==> src/rtl/ddr_prbs_checker_ctrl_pkg.sv <==
// Shared types and PRBS-5 helpers for the DDR input throughput checker.
package ddr_test_pkg;

   typedef enum logic [2:0] {
      ST_IDLE,
      ST_SEED,
      ST_CHECK,
      ST_RUN,
      ST_DONE
   } state_t;

   localparam int               LFSR_W      = 5;
   localparam logic [LFSR_W-1:0] LFSR_LOCKUP = 5'b11111;

   typedef struct packed {
      logic              e0;
      logic              e1;
      logic [LFSR_W-1:0] nxt;
   } prbs_step_t;

   // Two XNOR steps at once: rise bit first, fall bit second.
   function automatic prbs_step_t prbs5_step2(input logic [LFSR_W-1:0] l);
      prbs_step_t s;
      s.e0  = ~(l[4] ^ l[2]);
      s.e1  = ~(l[3] ^ l[1]);
      s.nxt = {l[2:0], s.e0, s.e1};
      return s;
   endfunction

endpackage

==> src/rtl/ddr_prbs_checker_ctrl_if.sv <==
// Control/sample/status bundle between the DDR capture stage, the checker and the status mux.
// err_inject exists only when DDR_ERR_INJECT_EN is defined.
interface ddr_prbs_checker_ctrl_if #(
   parameter int LEN_LOG2 = 8,
   parameter int CNT_W    = 10
);
   logic                start;
   logic                abort;
   logic                sample_en;
   logic                rise_bit;
   logic                fall_bit;
`ifdef DDR_ERR_INJECT_EN
   logic                err_inject;
`endif
   logic                busy;
   logic                locked;
   logic                done;
   logic                pass;
   logic [CNT_W-1:0]    err_cnt;
   logic [LEN_LOG2:0]   samp_cnt;

   modport master (
      output start, abort, sample_en, rise_bit, fall_bit,
`ifdef DDR_ERR_INJECT_EN
      output err_inject,
`endif
      input  busy, locked, done, pass, err_cnt, samp_cnt
   );

   modport slave (
      input  start, abort, sample_en, rise_bit, fall_bit,
`ifdef DDR_ERR_INJECT_EN
      input  err_inject,
`endif
      output busy, locked, done, pass, err_cnt, samp_cnt
   );
endinterface

==> src/rtl/ddr_prbs_checker_ctrl_ref.sv <==
// PRBS-5 reference LFSR: shifts in received bit pairs while seeding,
// otherwise free-runs two steps per valid sample.
module ddr_prbs5_ref
   import ddr_test_pkg::*;
(
   input  logic              clk,
   input  logic              rst_n,
   input  logic              seed_en,
   input  logic              adv_en,
   input  logic [1:0]        seed_bits,
   output logic              e0,
   output logic              e1,
   output logic [LFSR_W-1:0] seed_val
);
   logic [LFSR_W-1:0] lfsr;
   prbs_step_t        step;

   assign step     = prbs5_step2(lfsr);
   assign e0       = step.e0;
   assign e1       = step.e1;
   assign seed_val = {lfsr[2:0], seed_bits};

   always_ff @(posedge clk or negedge rst_n) begin
      if (!rst_n)       lfsr <= '0;
      else if (seed_en) lfsr <= seed_val;
      else if (adv_en)  lfsr <= step.nxt;
   end
endmodule

==> src/rtl/ddr_prbs_checker_ctrl.sv <==
// DDR PRBS-5 throughput checker: seed, sync-check, count errors over a fixed window, hold result.
// Optional DDR_ERR_INJECT_EN adds err_inject, which flips the expected rise bit on RUN samples.
module ddr_prbs_checker_ctrl
   import ddr_test_pkg::*;
#(
   parameter int LEN_LOG2  = 8,
   parameter int CNT_W     = 10,
   parameter int SYNC_GOOD = 4
) (
   input  logic                     clk,
   input  logic                     rst_n,
   ddr_prbs_checker_ctrl_if.slave   bus
);
   localparam int                GOOD_W    = $clog2(SYNC_GOOD + 1);
   localparam int                RUN_LEN   = 1 << LEN_LOG2;
   localparam logic [LEN_LOG2:0] SAMP_LAST = (LEN_LOG2 + 1)'(RUN_LEN - 1);
   localparam logic [GOOD_W-1:0] GOOD_LAST = GOOD_W'(SYNC_GOOD - 1);

   state_t              state, state_nxt;
   logic [1:0]          seed_cnt, seed_cnt_nxt;
   logic [GOOD_W-1:0]   good_cnt, good_cnt_nxt;
   logic [CNT_W-1:0]    err_cnt;
   logic [LEN_LOG2:0]   samp_cnt;
   logic                seed_en, adv_en, clr_res, run_upd;
   logic                e0, e1, e0_exp, miss_r, miss_f;
   logic [LFSR_W-1:0]   seed_val;
   logic [CNT_W:0]      err_sum;
   logic [CNT_W-1:0]    err_nxt;

   ddr_prbs5_ref u_ref (
      .clk       (clk),
      .rst_n     (rst_n),
      .seed_en   (seed_en),
      .adv_en    (adv_en),
      .seed_bits ({bus.rise_bit, bus.fall_bit}),
      .e0        (e0),
      .e1        (e1),
      .seed_val  (seed_val)
   );

`ifdef DDR_ERR_INJECT_EN
   assign e0_exp = e0 ^ (bus.err_inject & (state == ST_RUN));
`else
   assign e0_exp = e0;
`endif
   assign miss_r  = bus.rise_bit ^ e0_exp;
   assign miss_f  = bus.fall_bit ^ e1;
   assign err_sum = {1'b0, err_cnt} + {{CNT_W{1'b0}}, miss_r} + {{CNT_W{1'b0}}, miss_f};
   assign err_nxt = err_sum[CNT_W] ? '1 : err_sum[CNT_W-1:0];

   always_ff @(posedge clk or negedge rst_n) begin
      if (!rst_n) begin
         state    <= ST_IDLE;
         seed_cnt <= '0;
         good_cnt <= '0;
      end else begin
         state    <= state_nxt;
         seed_cnt <= seed_cnt_nxt;
         good_cnt <= good_cnt_nxt;
      end
   end

   always_comb begin
      state_nxt    = state;
      seed_cnt_nxt = seed_cnt;
      good_cnt_nxt = good_cnt;
      seed_en      = 1'b0;
      adv_en       = 1'b0;
      clr_res      = 1'b0;
      run_upd      = 1'b0;
      if (bus.abort) begin
         state_nxt = ST_IDLE;
      end else begin
         case (state)
            ST_IDLE, ST_DONE: begin
               if (bus.start) begin
                  state_nxt    = ST_SEED;
                  seed_cnt_nxt = '0;
                  clr_res      = 1'b1;
               end
            end
            ST_SEED: begin
               if (bus.sample_en) begin
                  seed_en = 1'b1;
                  if (seed_cnt == 2'd2) begin
                     seed_cnt_nxt = '0;
                     // An all-ones seed would lock the XNOR LFSR; keep seeding.
                     if (seed_val != LFSR_LOCKUP) begin
                        state_nxt    = ST_CHECK;
                        good_cnt_nxt = '0;
                     end
                  end else begin
                     seed_cnt_nxt = seed_cnt + 2'd1;
                  end
               end
            end
            ST_CHECK: begin
               if (bus.sample_en) begin
                  adv_en = 1'b1;
                  if (miss_r | miss_f) begin
                     state_nxt    = ST_SEED;
                     seed_cnt_nxt = '0;
                     good_cnt_nxt = '0;
                  end else if (good_cnt == GOOD_LAST) begin
                     state_nxt = ST_RUN;
                  end else begin
                     good_cnt_nxt = good_cnt + 1'b1;
                  end
               end
            end
            ST_RUN: begin
               if (bus.sample_en) begin
                  adv_en  = 1'b1;
                  run_upd = 1'b1;
                  if (samp_cnt == SAMP_LAST) state_nxt = ST_DONE;
               end
            end
            default: state_nxt = ST_IDLE;
         endcase
      end
   end

   always_ff @(posedge clk or negedge rst_n) begin
      if (!rst_n) begin
         err_cnt  <= '0;
         samp_cnt <= '0;
      end else if (clr_res) begin
         err_cnt  <= '0;
         samp_cnt <= '0;
      end else if (run_upd) begin
         err_cnt  <= err_nxt;
         samp_cnt <= samp_cnt + 1'b1;
      end
   end

   assign bus.busy     = (state == ST_SEED) || (state == ST_CHECK) || (state == ST_RUN);
   assign bus.locked   = (state == ST_RUN) || (state == ST_DONE);
   assign bus.done     = (state == ST_DONE);
   assign bus.pass     = (state == ST_DONE) && (err_cnt == '0);
   assign bus.err_cnt  = err_cnt;
   assign bus.samp_cnt = samp_cnt;
endmodule

==> src/flat_wrapper.sv <==
// flat-port wrapper written by rule: the top's interface ports become plain ports
module ddr_prbs_checker_ctrl_flat import ddr_test_pkg::*;
#(
   parameter int LEN_LOG2  = 8,
   parameter int CNT_W     = 10,
   parameter int SYNC_GOOD = 4
)
  (clk, rst_n, bus_start, bus_abort, bus_sample_en, bus_rise_bit, bus_fall_bit, bus_busy, bus_locked, bus_done, bus_pass, bus_err_cnt, bus_samp_cnt);
  ddr_prbs_checker_ctrl_if #(.LEN_LOG2(LEN_LOG2), .CNT_W(CNT_W)) bus_i ();
  input  logic clk;
  input  logic rst_n;
  input wire logic [$bits(bus_i.start)-1:0] bus_start;
  input wire logic [$bits(bus_i.abort)-1:0] bus_abort;
  input wire logic [$bits(bus_i.sample_en)-1:0] bus_sample_en;
  input wire logic [$bits(bus_i.rise_bit)-1:0] bus_rise_bit;
  input wire logic [$bits(bus_i.fall_bit)-1:0] bus_fall_bit;
  output wire logic [$bits(bus_i.busy)-1:0] bus_busy;
  output wire logic [$bits(bus_i.locked)-1:0] bus_locked;
  output wire logic [$bits(bus_i.done)-1:0] bus_done;
  output wire logic [$bits(bus_i.pass)-1:0] bus_pass;
  output wire logic [$bits(bus_i.err_cnt)-1:0] bus_err_cnt;
  output wire logic [$bits(bus_i.samp_cnt)-1:0] bus_samp_cnt;
  assign bus_i.start = bus_start;
  assign bus_i.abort = bus_abort;
  assign bus_i.sample_en = bus_sample_en;
  assign bus_i.rise_bit = bus_rise_bit;
  assign bus_i.fall_bit = bus_fall_bit;
  assign bus_busy = bus_i.busy;
  assign bus_locked = bus_i.locked;
  assign bus_done = bus_i.done;
  assign bus_pass = bus_i.pass;
  assign bus_err_cnt = bus_i.err_cnt;
  assign bus_samp_cnt = bus_i.samp_cnt;
  ddr_prbs_checker_ctrl #(.LEN_LOG2(LEN_LOG2), .CNT_W(CNT_W), .SYNC_GOOD(SYNC_GOOD)) u_core (.clk(clk), .rst_n(rst_n), .bus(bus_i));
endmodule
==> config.mk <==
export PLATFORM = sky130hd
export DESIGN_NAME = ddr_prbs_checker_ctrl_flat
export DESIGN_NICKNAME = d
export VERILOG_FILES = /design/src/rtl/ddr_prbs_checker_ctrl_pkg.sv /design/src/rtl/ddr_prbs_checker_ctrl_if.sv /design/src/rtl/ddr_prbs_checker_ctrl_ref.sv /design/src/rtl/ddr_prbs_checker_ctrl.sv /design/src/flat_wrapper.sv
export SDC_FILE = /design/constraint.sdc
export NUM_CORES = 1
export LEC_CHECK = 0
export ABC_CLOCK_PERIOD_IN_PS = 2500
export CAP_MARGIN = 15
export CORE_ASPECT_RATIO = 1.75
export CORE_MARGIN = 2
export CORE_UTILIZATION = 50
export CTS_BUF_LIST = sky130_fd_sc_hd__clkbuf_4 sky130_fd_sc_hd__clkbuf_8
export CTS_CLUSTER_SIZE = 25
export DETAILED_ROUTE_END_ITERATION = 8
export GPL_TIMING_DRIVEN = 0
export PLACE_DENSITY = 0.76
export SETUP_SLACK_MARGIN = 0.2
export SYNTH_ARGS = -nofsm -noshare
export SYNTH_HDL_FRONTEND = slang
export SYNTH_SLANG_ARGS = --single-unit
==> constraint.sdc <==
create_clock -name clk -period 2.5 [get_ports clk]
set_clock_uncertainty 0.1 [all_clocks]
set_input_delay 0.25 -clock clk [delete_from_list [all_inputs] [get_ports clk]]
set_output_delay 0.25 -clock clk [all_outputs]
set_load 0.05 [all_outputs]
==> summary.md <==
| Metric | Value |
|---|---|
| Status | complete, no violations |
| Final Critical Period | 2.25 ns |
| 1st-pass router iterations | 4 |
| MaxCap Viol Count | 0 |
| Critical Path AT | 2.31 ns |
| Initial antenna violation count | 0 |
| CP Class | register to register |
| Syn avg cell area | 9.40 sq um |
| Chip width | 50.8 microns |
| Clk sink count | 32 |
| Core footprint | 3660 sq um |
| Worst path max stage delay | 0.48 ns |
| Worst path buffer plus inverter count | 0 |
| Final Cycle Share | 90.1% |
| DRT iter0 DRCs | 33 |
| Multi-input gate area | 1200 sq um |
| Final instance area | 2580 sq um |
| Commonest non-fill, non-tap cell in the layout | dfrtp_1 |
| Total grt overflow | 0 |
| # fillers | 284 |
| CP Max Fanout | 3 |
| GPL Wtd Cong | 0.852 |
| Most frequent cells in the layout | dfrtp_1 (29), nand2_1 (26), clkdlybuf4s50_1 (21), o21ai_0 (15), nor2_1 (14) |
| RSZ-0062 raised after global routing | yes |
| Leak | 1.11 nW |
| Slack of the critical path | 0.248 ns |
| Nets | 262 |
| Area after DPL | 2300 sq um |
| # H-tree levels | 2 |
| Number of synthesized register bits | 32 |
| CP top delay family | simple AND/OR/NAND/NOR gates |
| EDFF count, synth | 0 |
| Drt total wl | 4740 microns |
| Layout cell share with drive strength beyond 1 | 24.4% |
| Setup TNS | 0 ns |
| Rel. slew slack | 42.7% |
| Netlist cell types | 47 |
| Yosys warns | 0 |
| Peak VDD IR | 0.518 mV |
| Cells after synthesis | 204 |
| Crit-path most repeated cell | ha_4 |
| DRC viols | 0 |
| Antenna diode count | 0 |
| Fmax | 0.444 GHz |
| Overall global routing resource usage | 24.1% |
| Asr flop ratio synth | 100% |
| Port bufs | 28 |
| P per Cell Area | 741 nW/um^2 |
| Worst hold margin | 0.250 ns |
| CTS tree | done |
| Initial cell density of the core | 52.3% |
| Critical path cell sequence | ha_4 -> and3_4 -> nand3_4 -> nor2_4 -> ha_4 -> or4bb_1 -> a21oi_2 -> a211o_1 -> nand3b_1 -> a21oi_1 |
| CTS Buffer Depth | 2 |
| Crit path required time | 2.55 ns |
| Cell row count | 29 |
| Vias in the first global route | 1,781 |
| Post-Synthesis Cell Area | 1920 sq um |
| Via count | 1,722 |
| Largest net degree at the start of global routing | 33 |
| Layout Cells excl Fill | 296 |
| Chip height | 85.9 microns |
| Die area | 4370 sq um |
| Tightest Pin Transition | 0.858 ns |
| Top FF cell, synth | dfrtp_1 |
| Worst Hold Class | input pin to register |
| Sequential share of the synthesized area | 41.7% |
| Critical path startpoint category | register |
| Final Slew Violations | 0 |
| Setup violations, final | 0 |
| Clock latency on the worst-skew pair | 0.29 ns |
| Max stage delay cell, worst path | or4bb_1 |
| Dpl ws | -0.286 ns |
| Placed insts | 278 |
| Vias per cell | 5.82 |
| Routed WL per cell | 16.0 microns |
| Area Growth Syn to Fin | 34.4% |
| Final hold vios | 0 |
| Io pins | 30 |
| Global-route wire length before repair | 7920 microns |
| Detailed placement HPWL | 3310 microns |
| Seq. cell area | 805 sq um |
| Post-DRT Antenna Nets | 0 |
| Critical Path Sink Type | register |
| CTS Buf Count | 5 |
| Synthesized net count | 217 |
| Root Driver | clkbuf_8 |
| Clk slew on worst S/H paths | 0.07 ns |
path summary, 6_finish.rpt:
kind	start	endpoint	slack (ns)	cells past startpoint
max in group asynchronous	rst_n	u_core.bus.samp_cnt[0]	1.32	2
setup reg to reg	u_core.bus.samp_cnt[0]	u_core.state[0]	0.25	10
min in group asynchronous	rst_n	u_core.u_ref.lfsr[2]	0.46	2
hold / removal	bus_fall_bit	u_core.u_ref.lfsr[0]	0.25	3
setup / recovery	u_core.bus.samp_cnt[0]	u_core.state[0]	0.25	10
hold reg to reg	u_core.good_cnt[2]	u_core.good_cnt[2]	0.42	1
cell type report:
| class | count | area share (%) |
|---|---|---|
| multi-input cells | 157 | 46.5 |
| flip-flops and latches | 32 | 31.2 |
| repair buffers | 38 | 13.2 |
| clock buffers | 6 | 2.96 |
| well taps | 46 | 2.23 |
| clock inverters | 2 | 1.36 |
| inverters | 9 | 1.31 |
| plain buffers | 6 | 1.16 |
metal layers:
layer | routed length (microns) | track usage (%) | vias to the layer above | share of wire (%)
met1 | 1820 | 26.0 | 849 | 38
met4 | 147 | 14.7 | 0 | 3.1
met2 | 2620 | 42.1 | 36 | 55
met5 | 0 | 0 | - | 0
li1 | - | - | 822 | -
met3 | 145 | 4.70 | 15 | 3.1
report_power, final:
part / switching [mW] / total [mW] / internal, mW
registers: 0.0802 / 0.667 / 0.587
clock network: 0.199 / 0.506 / 0.306
logic: 0.387 / 0.738 / 0.351
cell usage after synthesis, types with 2 or more instances:
| library cell | n | area, sq um |
|---|---|---|
| dfrtp_1 | 32 | 801 |
| nand2_1 | 26 | 97.6 |
| nor2_1 | 16 | 60.1 |
| o21ai_0 | 15 | 75.1 |
| a21oi_1 | 13 | 65.1 |
| inv_1 | 9 | 33.8 |
| and3_1 | 7 | 43.8 |
| nand3_1 | 7 | 35.0 |
| mux2_2 | 6 | 67.6 |
| ha_1 | 5 | 62.6 |
| a22o_1 | 4 | 35.0 |
| o31ai_1 | 4 | 30.0 |
| xor2_1 | 4 | 35.0 |
| buf_2 | 3 | 15.0 |
| nand2b_1 | 3 | 18.8 |
| nor2b_1 | 3 | 18.8 |
| o22ai_1 | 3 | 18.8 |
| or3_1 | 3 | 18.8 |
| xnor2_1 | 3 | 26.3 |
| a21o_1 | 2 | 15.0 |
| a31oi_1 | 2 | 12.5 |
| a41oi_1 | 2 | 17.5 |
| and2_1 | 2 | 12.5 |
| clkbuf_1 | 2 | 7.51 |
| nand3b_1 | 2 | 15.0 |
| nor3_1 | 2 | 10.0 |
| nor3b_1 | 2 | 15.0 |
| nor4_1 | 2 | 12.5 |
| nor4b_4 | 2 | 47.6 |
state kept, by name, indices dropped and copies added, names as in the netlist:
register	flops
u_core.bus.err_cnt	10
u_core.bus.samp_cnt	9
u_core.u_ref.lfsr	5
u_core.good_cnt	3
u_core.state	3
u_core.seed_cnt	2
worst reg2reg max path, delay by kind of cell, from the launching register on:
family | cells | cell delay [ns]
adders and majority gates | 2 | 0.31
AOI/OAI and AO/OA | 3 | 0.37
and+or+nand+nor | 5 | 0.91
DFF | 1 | 0.42
timing repair:
action,CTS,global route
hold buffers,1,0
pin swaps,7,8
gates resized for setup,20,11
hold endpoints to repair,32,0
setup endpoints to repair,16,12
setup buffers,7,2
gates cloned,0,0
metrics by stage:
stage,power (mW),utilization [%]
finish,1.91,70.4
global route,2.02,70.4
CTS,1.90,69.0
detailed placement,1.32,62.8
global placement,1.31,63.0
floorplan,1.16,-
kinds of logic (layout without fill, tap and decap cells):
family | Yosys count | in the layout | synth area share (%)
xor gates and xnor gates | 9 | 9 | 5.61
muxes | 6 | 6 | 3.52
and+or+nand+nor | 85 | 85 | 25.0
buffers and inverters | 15 | 61 | 3.33
AOI/OAI and AO/OA | 51 | 51 | 16.4
DFF | 32 | 32 | 41.7
adders and majority gates | 6 | 6 | 4.31
No activity file was read; power rests on OpenSTA's default activity.
